$ cat src/rtl/rd_fwft_buf.sv
// rtl/rd_fwft_buf.sv - first-word-fall-through output stage for the async FIFO read side
//
// Pulls words from the FIFO read port on its own (rd_en), follows each read
// through the memory read latency, and parks returned words in a small ordered
// buffer whose head is presented as a valid/ready stream with registered outputs.
// rd_en is derived from registered credit state and rd_empty only, so there is
// no combinational path from out_ready back to the FIFO.
//
// Parameters:
//   DATASIZE   - FIFO word width
//   RD_LATENCY - memory read latency, 0 (async read) or 1 (registered read)
//
// Ports:
//   rd_clk    in   1         read-domain clock
//   rd_rst    in   1         synchronous active-high reset
//   rd_empty  in   1         registered empty flag from the read-pointer logic
//   rd_en     out  1         read request to the read-pointer logic and memory
//   rd_data   in   DATASIZE  memory read data, valid RD_LATENCY cycles after rd_en
//   out_valid out  1         head word is presented
//   out_ready in   1         consumer accepts the head word
//   out_data  out  DATASIZE  head word
//   buf_level out  2         words held in the buffer, excluding reads in flight

`timescale 1ns/1ps

module rd_fwft_buf #(
  parameter int DATASIZE   = 8,
  parameter int RD_LATENCY = 0
) (
  input  logic                rd_clk,
  input  logic                rd_rst,
  input  logic                rd_empty,
  output logic                rd_en,
  input  logic [DATASIZE-1:0] rd_data,
  output logic                out_valid,
  input  logic                out_ready,
  output logic [DATASIZE-1:0] out_data,
  output logic [1:0]          buf_level
);

  // One entry per cycle of credit round-trip: the read latency plus the
  // capture edge plus the pop edge.
  localparam int              DEPTH    = RD_LATENCY + 2;
  localparam int              IDXW     = (DEPTH > 2) ? 2 : 1;
  localparam logic [1:0]      DEPTH_C  = 2'(DEPTH);
  localparam logic [IDXW-1:0] LAST_IDX = IDXW'(DEPTH - 1);

  logic [1:0]          r_cnt;        // buffered words + reads in flight
  logic [1:0]          r_level;      // buffered words only
  logic                r_valid;
  logic [IDXW-1:0]     r_wr_idx;
  logic [IDXW-1:0]     r_rd_idx;
  logic [DATASIZE-1:0] r_mem [DEPTH];

  logic       w_rd_en;
  logic       w_cap;
  logic       w_pop;
  logic [1:0] w_cnt_next;
  logic [1:0] w_level_next;

  function automatic logic [IDXW-1:0] f_next_idx(input logic [IDXW-1:0] idx);
    return (idx == LAST_IDX) ? '0 : idx + 1'b1;
  endfunction

  // Credits only: a read is issued whenever a buffer slot is guaranteed to be
  // free when its data returns.
  assign w_rd_en = !rd_rst && !rd_empty && (r_cnt < DEPTH_C);
  assign w_pop   = r_valid && out_ready;

  assign rd_en     = w_rd_en;
  assign out_valid = r_valid;
  assign out_data  = r_mem[r_rd_idx];
  assign buf_level = r_level;

  // Capture strobe: the read issue itself for async memory, or the issue
  // delayed by one cycle for registered memory.
  generate
    if (RD_LATENCY == 0) begin : g_lat0
      assign w_cap = w_rd_en;
    end else begin : g_lat1
      logic r_inflight;
      always_ff @(posedge rd_clk) begin
        if (rd_rst) begin
          r_inflight <= 1'b0;
        end else begin
          r_inflight <= w_rd_en;
        end
      end
      assign w_cap = r_inflight;
    end
  endgenerate

  always_comb begin
    w_cnt_next   = r_cnt;
    w_level_next = r_level;
    case ({w_rd_en, w_pop})
      2'b10:   w_cnt_next = r_cnt + 2'd1;
      2'b01:   w_cnt_next = r_cnt - 2'd1;
      default: w_cnt_next = r_cnt;
    endcase
    case ({w_cap, w_pop})
      2'b10:   w_level_next = r_level + 2'd1;
      2'b01:   w_level_next = r_level - 2'd1;
      default: w_level_next = r_level;
    endcase
  end

  always_ff @(posedge rd_clk) begin
    if (rd_rst) begin
      r_cnt    <= 2'd0;
      r_level  <= 2'd0;
      r_valid  <= 1'b0;
      r_wr_idx <= '0;
      r_rd_idx <= '0;
      for (int i = 0; i < DEPTH; i++) begin
        r_mem[i] <= '0;
      end
    end else begin
      r_cnt   <= w_cnt_next;
      r_level <= w_level_next;
      // Registered valid tracks the next level so out_valid has no logic
      // after the flop.
      r_valid <= (w_level_next != 2'd0);
      // The write slot never aliases the head while it is presented, because
      // credits keep the buffer from filling past DEPTH.
      if (w_cap) begin
        r_mem[r_wr_idx] <= rd_data;
        r_wr_idx        <= f_next_idx(r_wr_idx);
      end
      if (w_pop) begin
        r_rd_idx <= f_next_idx(r_rd_idx);
      end
    end
  end

  always @(posedge rd_clk) begin
    if (!rd_rst) begin
      a_no_overflow: assert (!(w_cap && (r_level == DEPTH_C)));
      a_cnt_bound:   assert (r_cnt <= DEPTH_C);
    end
  end

endmodule

$ cat config.mk
export PLATFORM = sky130hd
export DESIGN_NAME = rd_fwft_buf
export DESIGN_NICKNAME = d
export VERILOG_FILES = /design/src/rtl/rd_fwft_buf.sv
export SDC_FILE = /design/constraint.sdc
export NUM_CORES = 1
export LEC_CHECK = 0
export CORE_MARGIN = 2
export CORE_UTILIZATION = 40
export CTS_BUF_LIST = sky130_fd_sc_hd__clkbuf_16
export CTS_CLUSTER_DIAMETER = 120
export DETAILED_ROUTE_END_ITERATION = 6
export GPL_ROUTABILITY_DRIVEN = 0
export GPL_TIMING_DRIVEN = 0
export HOLD_SLACK_MARGIN = 0.15
export PLACE_DENSITY = 0.72
export SLEW_MARGIN = 0
export SYNTH_ARGS = -nofsm -noshare
export SYNTH_HDL_FRONTEND = slang
export SYNTH_SLANG_ARGS = --single-unit
$ cat constraint.sdc
create_clock -name rd_clk -period 1.67 [get_ports rd_clk]
set_clock_uncertainty 0.1 [all_clocks]
set_input_delay 0.2505 -clock rd_clk [delete_from_list [all_inputs] [get_ports rd_clk]]
set_output_delay 0.2505 -clock rd_clk [all_outputs]
set_load 0.01 [all_outputs]
Word level (Yosys, flattened, before mapping)
Memory sizes are Yosys's and may differ from the RTL's. A register that Yosys moved wholly into a read port is not among the register bits. Cells that the tools add are included.

Register bits: 7. Memory bits (writable): 16. Memories: 1.

$add $sub $neg: 6. $lt $le $gt $ge: 1. Equality and inequality tests: 2. Multiplexer cells: 14. Reduce and logical (&&, ||, !) cells: 8.

Memories: r_mem (words 2, width 8, read ports 1, clocked after Yosys merged registers in 1, wr ports 2, line 53) `logic [DATASIZE-1:0] r_mem [DEPTH];`.

Operators by type and width (count): $mux 1 (11); $mux 8 (1); $pmux 2 s2 (2); $reduce_or 8->1 (1); $add 2x1->2 const B (2); $reduce_bool 2->1 (2); $sub 2x1->2 const B (2); $logic_and 1x1->1 (3); $add 1x1->1 const B (2); $eq 2x1->1 const B (1); $eq 2x2->1 const B (1); $logic_not 1->1 (2); $lt 2x2->1 const B (1).

Logic depth before layout (Yosys ltp)
Word-level depth: 8. Gate-level depth with buffers: 5. Mapped depth without buffers: 5.

Worst setup path before layout
No wires, ideal clock.

Path kind: reg2reg. Start point: reg r_cnt[1]. End point: reg r_cnt[1]. Arrival time: 1.554 ns. Required time: 1.500 ns. Setup slack: -0.055 ns. Cell stages (with the launch flop): 5. Buffers on the path: 0. Clock period less this slack: 1.725 ns. Path through: dfxtp_1 -> or3_1 -> ha_1 -> or3_1 -> a21oi_1.

Cells in the longest elaborated chain, start to end: 4. Elaborated cells between the ends (all ways): 8. Classes of those cells: add/sub (2); order compare (1); eq/ne (2); mux (1); reduce/logical (2).

Ends and longest elaborated chain: from (decl) (line 48) `logic [1:0] r_cnt;`; from (signal assigned) (line 119) `r_cnt <= w_cnt_next;`; $lt 2x2->1 (line 67) `assign w_rd_en = !rd_rst && !rd_empty && (r_cnt < DEPTH_C);`; $logic_and 1x1->1 (line 67); $eq 2x1->1 or $eq 2x2->1 (tied branches) (line 96) `case ({w_rd_en, w_pop})`; $pmux 2 s2 or $reduce_bool 2->1 (tied branches).

Parallel ways exist; a longest one is shown, timed or not. A chain may end at the register's enable or synchronous reset.

Final worst setup path
Start point: reg r_cnt[1]. End point: reg r_level[1], in the netlist buf_level[1].

Cells in the longest elaborated chain, start to end: 4. Elaborated cells between the ends (all ways): 5. Classes of those cells: order compare (1); eq/ne (2); mux (1); reduce/logical (1).

Ends and longest elaborated chain: $lt 2x2->1 * (line 67); $logic_and 1x1->1 * (line 67); $eq 2x1->1 or $eq 2x2->1 (tied branches) (line 101) `case ({w_cap, w_pop})`; $pmux 2 s2 * (line 101); to (signal assigned) (line 120) `r_level <= w_level_next;`; to (decl) (line 49) `logic [1:0] r_level;`.

Mark *: on every way between the ends. The rest lies on a longest branch, timed or not.

==> Implementation_results.wiki <==
{| class="wikitable"
! Metric !! Value
|-
| Outcome || finished, violations left
|-
| Violations in the final reports || negative setup slack
|-
| Antenna violations before repair || 0
|-
| Sinks on the clock net || 24
|-
| Worst hold slack || 420 ps
|-
| DR pass1 iterations || 4
|-
| Final hold violations || 0
|-
| Reg2reg start || r_cnt[1]
|-
| Max stage delay cell, worst path || or3_4
|-
| Initial cell density of the core || between 40% and 50%
|-
| Post-synth EDFFs || 16
|-
| Synth area leader || edfxtp_1
|-
| 1st-iter DRT viols || 2
|-
| Aggregate global routing overflow || 0
|-
| Height of the die || around 55 um
|-
| Setup violations, final || 1
|-
| Clock power frac || 38.9%
|-
| Arrival time of the worst setup path || 1770 ps
|-
| Critical Path Sink Type || flop
|-
| Cells taking the most area after synthesis || edfxtp_1 (46%), dfxtp_1 (15%), and3_1 (9.7%)
|-
| Final core area utilization || between 50% and 60%
|-
| Kind of cell with the highest combined delay on the critical path || simple AND/OR/NAND/NOR gates
|-
| Buffers added on ports || 23
|-
| Tightest Pin Transition || approximately 440 ps
|-
| Setup repair after global routing missed its margin || yes
|-
| Overall Power || 1730 uW
|-
| Total Die Area || between 0.003 and 0.004 mm^2
|-
| Combinational share of power || between 10% and 20%
|-
| Setup TNS || -13.0 ps
|-
| Period utilization || 101%
|-
| Share of flip-flops with an asynchronous set or reset after synthesis || 0%
|-
| Worst Setup Start Kind || flop
|-
| Depth of the CTS H-tree || 1
|-
| Per-cell via count in the routed design || 5.12
|-
| Internal power || approximately 1400 uW
|-
| Via total after detailed routing || 732
|-
| Total detailed-routing wirelength || slightly below 2 mm
|-
| Post-CTS Hold Buffers || 0
|-
| Source of the worst hold timing path || r_rd_idx
|-
| Number of nets produced by synthesis || between 90 and 100
|-
| Post-DRT Antenna Nets || 0
|-
| Clock tree from TritonCTS || yes
|-
| Area growth from synthesis to layout || 37.1%
|-
| Leakage || about 0.00062 uW
|-
| Tmin final || 1680 ps
|-
| Share of total power consumed by net switching || around 22%
|-
| Post-synthesis average cell area || 12.5 um^2
|-
| Post-detailed-route DRC marker count || 0
|-
| Total number of nets in the final design || between 100 and 150
|-
| Synth top area share || a little under half
|-
| Max VDD drop || just over 0.8 mV
|-
| Cells traversed along the worst timing path || or3_4, ha_4, xnor2_1, or3_1, a21oi_2
|-
| Dominant synthesized flop cell || edfxtp_1
|-
| CP bufs+invs || 0
|-
| Net Switching || roughly 380 uW
|-
| Maximum fanout encountered on the critical timing path || 5
|-
| Via count of the first global-routing pass || ~700
|-
| Clock transition time at the flip-flop clock pins of the worst setup and hold paths || roughly 60 ps
|-
| Pin count of the biggest net entering global routing || 15
|-
| Pwr per Cell Area || between 1000 and 1500 mW/mm^2
|-
| I/O pin count || 24
|-
| Yosys reg bits || 24
|-
| Setup slack, reg-to-reg || -10 ps
|-
| Clock latency at the later pin of the worst-skew pair || roughly 260 ps
|-
| Max-slew headroom || a little under three quarters
|-
| Core outline area || 0.00245 mm^2
|-
| Fraction of layout cells with a size suffix above 1 || about 27%
|-
| Clock root buffer || clkbuf_16
|-
| Global-route wire length before repair || approximately 3.1 mm
|-
| Antenna cell count || 0
|-
| Req. time, crit path || around 1800 ps
|-
| Count of different cell masters after synthesis || 21
|-
| Achievable frequency || 594 MHz
|-
| Total track usage || 15.4%
|-
| Yosys warnings || 0
|-
| Worst setup slack after layout || -13.0 ps
|-
| Category of the most critical setup path || reg2reg
|-
| Final slew viol count || 0
|-
| Worst-case clock buffer depth || 2
|-
| Post-detailed-placement half-perimeter wirelength || 1.34 mm
|-
| Timing startpoint of the critical path || r_cnt[1]
|-
| Netlist area before placement || slightly above 0.001 mm^2
|-
| Part of the power in registers || between 40% and 50%
|-
| Chip width || approximately 55 um
|-
| Commonest cells after routing, fill and taps aside || and3_1 (16), edfxtp_1 (16), clkdlybuf4s50_1 (12), clkbuf_2 (9), mux2_2 (8)
|-
| Placement Rows || 18
|-
| Final routed wire length divided by cell count || ~13 um
|-
| Sequential-to-total area share from yosys stat || 61.9%
|-
| Hold/Removal Path Class || reg2reg
|-
| Synth Instances || 83
|-
| Peak per-stage delay on the critical path || 390 ps
|-
| Total CTS buffers || 3
|-
| Max-Cap Viols || 0
|}
worst register-to-register path, stage by stage, from the launching register on:
cell and delay, ps:
dfxtp_4 360, or3_4 390, ha_4 180, xnor2_1 120
or3_1 320, a21oi_2 140
per-layer routing:
metal / part of all wire (%) / GRT usage [%]
met5: 0 / 0
met2: 50 / 25.4
met1: 41 / 17.6
met3: 6.6 / 4.64
met4: 2.1 / 8.75
area by class of cell:
class                      count  area, um^2
fill                         207        1040
tap                           30        37.5
multi-input combinational     53         397
clock inverter                 1        30.0
timing repair buffer          26         205
buffer                         3        18.8
clock buffer                   3        75.1
inverter                       3        11.3
sequential                    24         644
state kept, by name, indices dropped and copies added (netlist names), named ones only:
register / flops
r_mem: 16
buf_level: 2
r_cnt: 2
out_valid: 1
r_rd_idx: 1
r_wr_idx: 1
cells in the mapped netlist, types with 2 or more instances:
cell type,count
clkbuf_1,2
a21oi_1,3
or3_1,3
nor2b_1,3
xor2_1,2
o21ai_0,3
inv_1,3
mux2_2,8
edfxtp_1,16
nor2_1,5
and3_1,16
dfxtp_1,8
xnor2_1,3
timing repair:
action                                  4_1_cts  5_1_grt
endpoints found under the setup margin       23       28
setup buffers                                 2        1
resized for setup                            25       12
pin swaps                                     4        3
power groups by stage:
stage | Combinational (uW) | Clock (uW) | Sequential [uW]
floorplan | 180 | 0 | 744
global placement | 322 | 0 | 742
detailed placement | 329 | 0 | 747
CTS | 330 | 681 | 736
global route | 350 | 716 | 742
finish | 317 | 672 | 736
through the flow:
| step | cell area [um^2] | cells | setup WS [ps] |
|---|---|---|---|
| 2_1_floorplan | 1050 | 83 | 6.09 |
| 3_3_place_gp | 1320 | 136 | -420 |
| 3_5_place_dp | 1320 | 136 | -457 |
| 4_1_cts | 1450 | 142 | -4.61 |
| 5_1_grt | 1420 | 143 | -69.1 |
| 6_report | 1420 | 143 | -13.0 |
worst paths after layout:
path             endpoint  depth (start not counted)
max          buf_level[1]                          5
min              r_rd_idx                          2
max reg2reg  buf_level[1]                          5
min reg2reg      r_rd_idx                          2
cells by family after synthesis:
logic type                 share of synthesized area, %
muxes                                              8.71
DFF                                                61.9
AOI/OAI and AO/OA                                  4.47
adders and majority gates                          1.21
xor gates and xnor gates                           4.23
and+or+nand+nor                                    17.2
buffers and inverters                              2.30
Note: power is estimated with default switching activity, not from simulation.
==> variant, RTL diff (same flow settings) <==
Change the parameter `RD_LATENCY` from 0 to 1. Comments in the files are not updated.
--- a/src/rtl/rd_fwft_buf.sv
+++ b/src/rtl/rd_fwft_buf.sv
@@ -26,5 +26,5 @@
 module rd_fwft_buf #(
   parameter int DATASIZE   = 8,
-  parameter int RD_LATENCY = 0
+  parameter int RD_LATENCY = 1
 ) (
   input  logic                rd_clk,
Behaviour: not the same (a bounded check fails within 4 cycles, from zero or initial values and one cycle with rd_rst high).
==> variant against the original RTL <==
- sequential cell count increased by 20
- setup slack got worse by 79 ps
- the flow still finishes with violations (setup timing)
- worst hold slack got worse by 230 ps
- total power increased by 45%
- sequential share of layout area increased by 6.5 points
- design area increased by 64%
- largest power group unchanged
- fmax decreased by 4.5%
- wire length increased by 78%
- area after synthesis increased by 78%
- first-iteration DRC count increased to 54 times the old value
==> variant: results (changes against the original RTL) <==
Status
  – Status: complete, but fails checks (unchanged)
  – Failing checks: setup timing (unchanged)

Setup path
  – Crit Path Max Fanout: 4 (was 5)
  – Reg-to-reg critical path endpoint: r_cnt[1] (was buf_level[1])
  – CP Capture Point: out_data[6] (was buf_level[1])
  – Critical Path Slowest Stage Cell: mux4_2 (was or3_4)
  – Worst EP arrival: 1410 ps (was 1770 ps)
  – Cell family with the largest share of critical-path delay: multiplexers (was simple AND/OR/NAND/NOR gates)
  – Reg2reg setup slack: 50 ps (was -10 ps)
  – CP peak stage delay: 500 ps (was 390 ps)
  – Worst R2R Start: r_cnt[1] (unchanged)

Hold path
  – Worst Hold Class: in2reg (was reg2reg)

Synth
  – Synth top area cells: edfxtp_1 52%, dfxtp_1 13%, mux4_2 9.8% (was edfxtp_1 46%, dfxtp_1 15%, and3_1 9.7%)
  – Post-synthesis sequential area ratio: 65.17% (was 61.91%)
  – Net Count, Synth: 141 (was 96)
  – Unique masters post-synth: 26 (was 21)
  – EDFF count, synth: 32 (was 16)

GRT
  – GR Util met3: 5.485% (was 4.645%)
  – Largest net degree at the start of global routing: 14 (was 15)
  – GRT Util Overall: 14.75% (was 15.42%)
  – First-pass GRT wire length: 5478 um (was 3098 um)
  – Initial antenna violation count: 0 (unchanged)
  – Met2 Use GR: 25.31% (was 25.40%)

Clock network
  – Clk_lat worst skew: 280 ps (was 260 ps)
  – H-tree depth: 2 (was 1)
  – TritonCTS buffer count: 5 (was 3)

Final layout
  – Largest register FFs: 32 (was 16)
  – Share of post-route cells with drive strength above 1: 27.04% (was 27.43%)
  – Final Net Count: 172 (was 127)

Power
  – Peak VDD IR: 0.4798 mV (was 0.8183 mV)

STA
  – Setup TNS: -616.2 ps (was -12.96 ps)
  – Final setup margin: -92.27 ps (was -12.96 ps)
  – Worst slew pin tran: 532.5 ps (was 435.9 ps)
  – Setup violators final: 8 (was 1)

Routing
  – Drt pass-1 iters: 4 (unchanged)
  – Vias: 1072 (was 732)
  – Number of DRC markers in iteration 0: 108 (was 2)
  – Routed wl met3: 188 um (was 127 um)
  – Routed wl met2: 1758 um (was 969 um)
  – Wire per inst: 16.26 um (was 13.46 um)
  – Wl on met1: 1407 um (was 788 um)

Placement
  – HPWL Detailed: 2229 um (was 1343 um)
  – Placed Area: 2141 um^2 (was 1315 um^2)
  – I/O Buffers: 22 (was 23)
## variant: metrics by stage
| step | cells | setup WS [ps] |
|---|---|---|
| after floorplan | 127 | 14.02 |
| after global placement | 201 | -320.9 |
| after detailed placement | 201 | -388.2 |
| after CTS | 211 | -143.7 |
| after global routing | 211 | -138.6 |
| final | 211 | -92.27 |
## variant: power breakdown
group,internal [mW],switching [mW]
logic,0.166,0.132
registers,1.23,0.0418
clock network,0.543,0.384
## variant: layout make-up
cell class | count | area (um^2)
multi-input cells | 74 | 644.4
well taps | 52 | 65.06
plain buffers | 3 | 13.76
repair buffers | 26 | 240.2
clock buffers | 5 | 125.1
flip-flops and latches | 44 | 1209
inverters | 4 | 15.01
clock inverters | 3 | 13.76
fillers | 383 | 2058
## variant: logic make-up after synthesis
family                     share of synthesized area [%]
xor gates and xnor gates                           1.901
and+or+nand+nor                                    14.94
adders and majority gates                          1.358
muxes                                              10.86
buffers and inverters                              2.036
DFF                                                65.17
AOI/OAI and AO/OA                                  3.734
## variant: worst min-delay path by stage
stage / to / cells after the start / slack [ps] / startpoint
2_1_floorplan: g_lat1.r_inflight / 1 / 230 / rd_empty
3_3_place_gp: r_wr_idx[1] / 2 / 370 / r_wr_idx[1]
3_5_place_dp: r_wr_idx[1] / 2 / 390 / r_wr_idx[1]
4_1_cts: out_valid / 2 / 190 / rd_rst
5_1_grt: out_valid / 2 / 200 / rd_rst
6_report: out_valid / 2 / 190 / rd_rst
## variant: timing repair
| item | 4_1_cts | 5_1_grt |
|---|---|---|
| pin swaps | 0 | 1 |
| gates resized for setup | 43 | 9 |
| setup buffers | 3 | 1 |
| endpoints found under the setup margin | 34 | 14 |
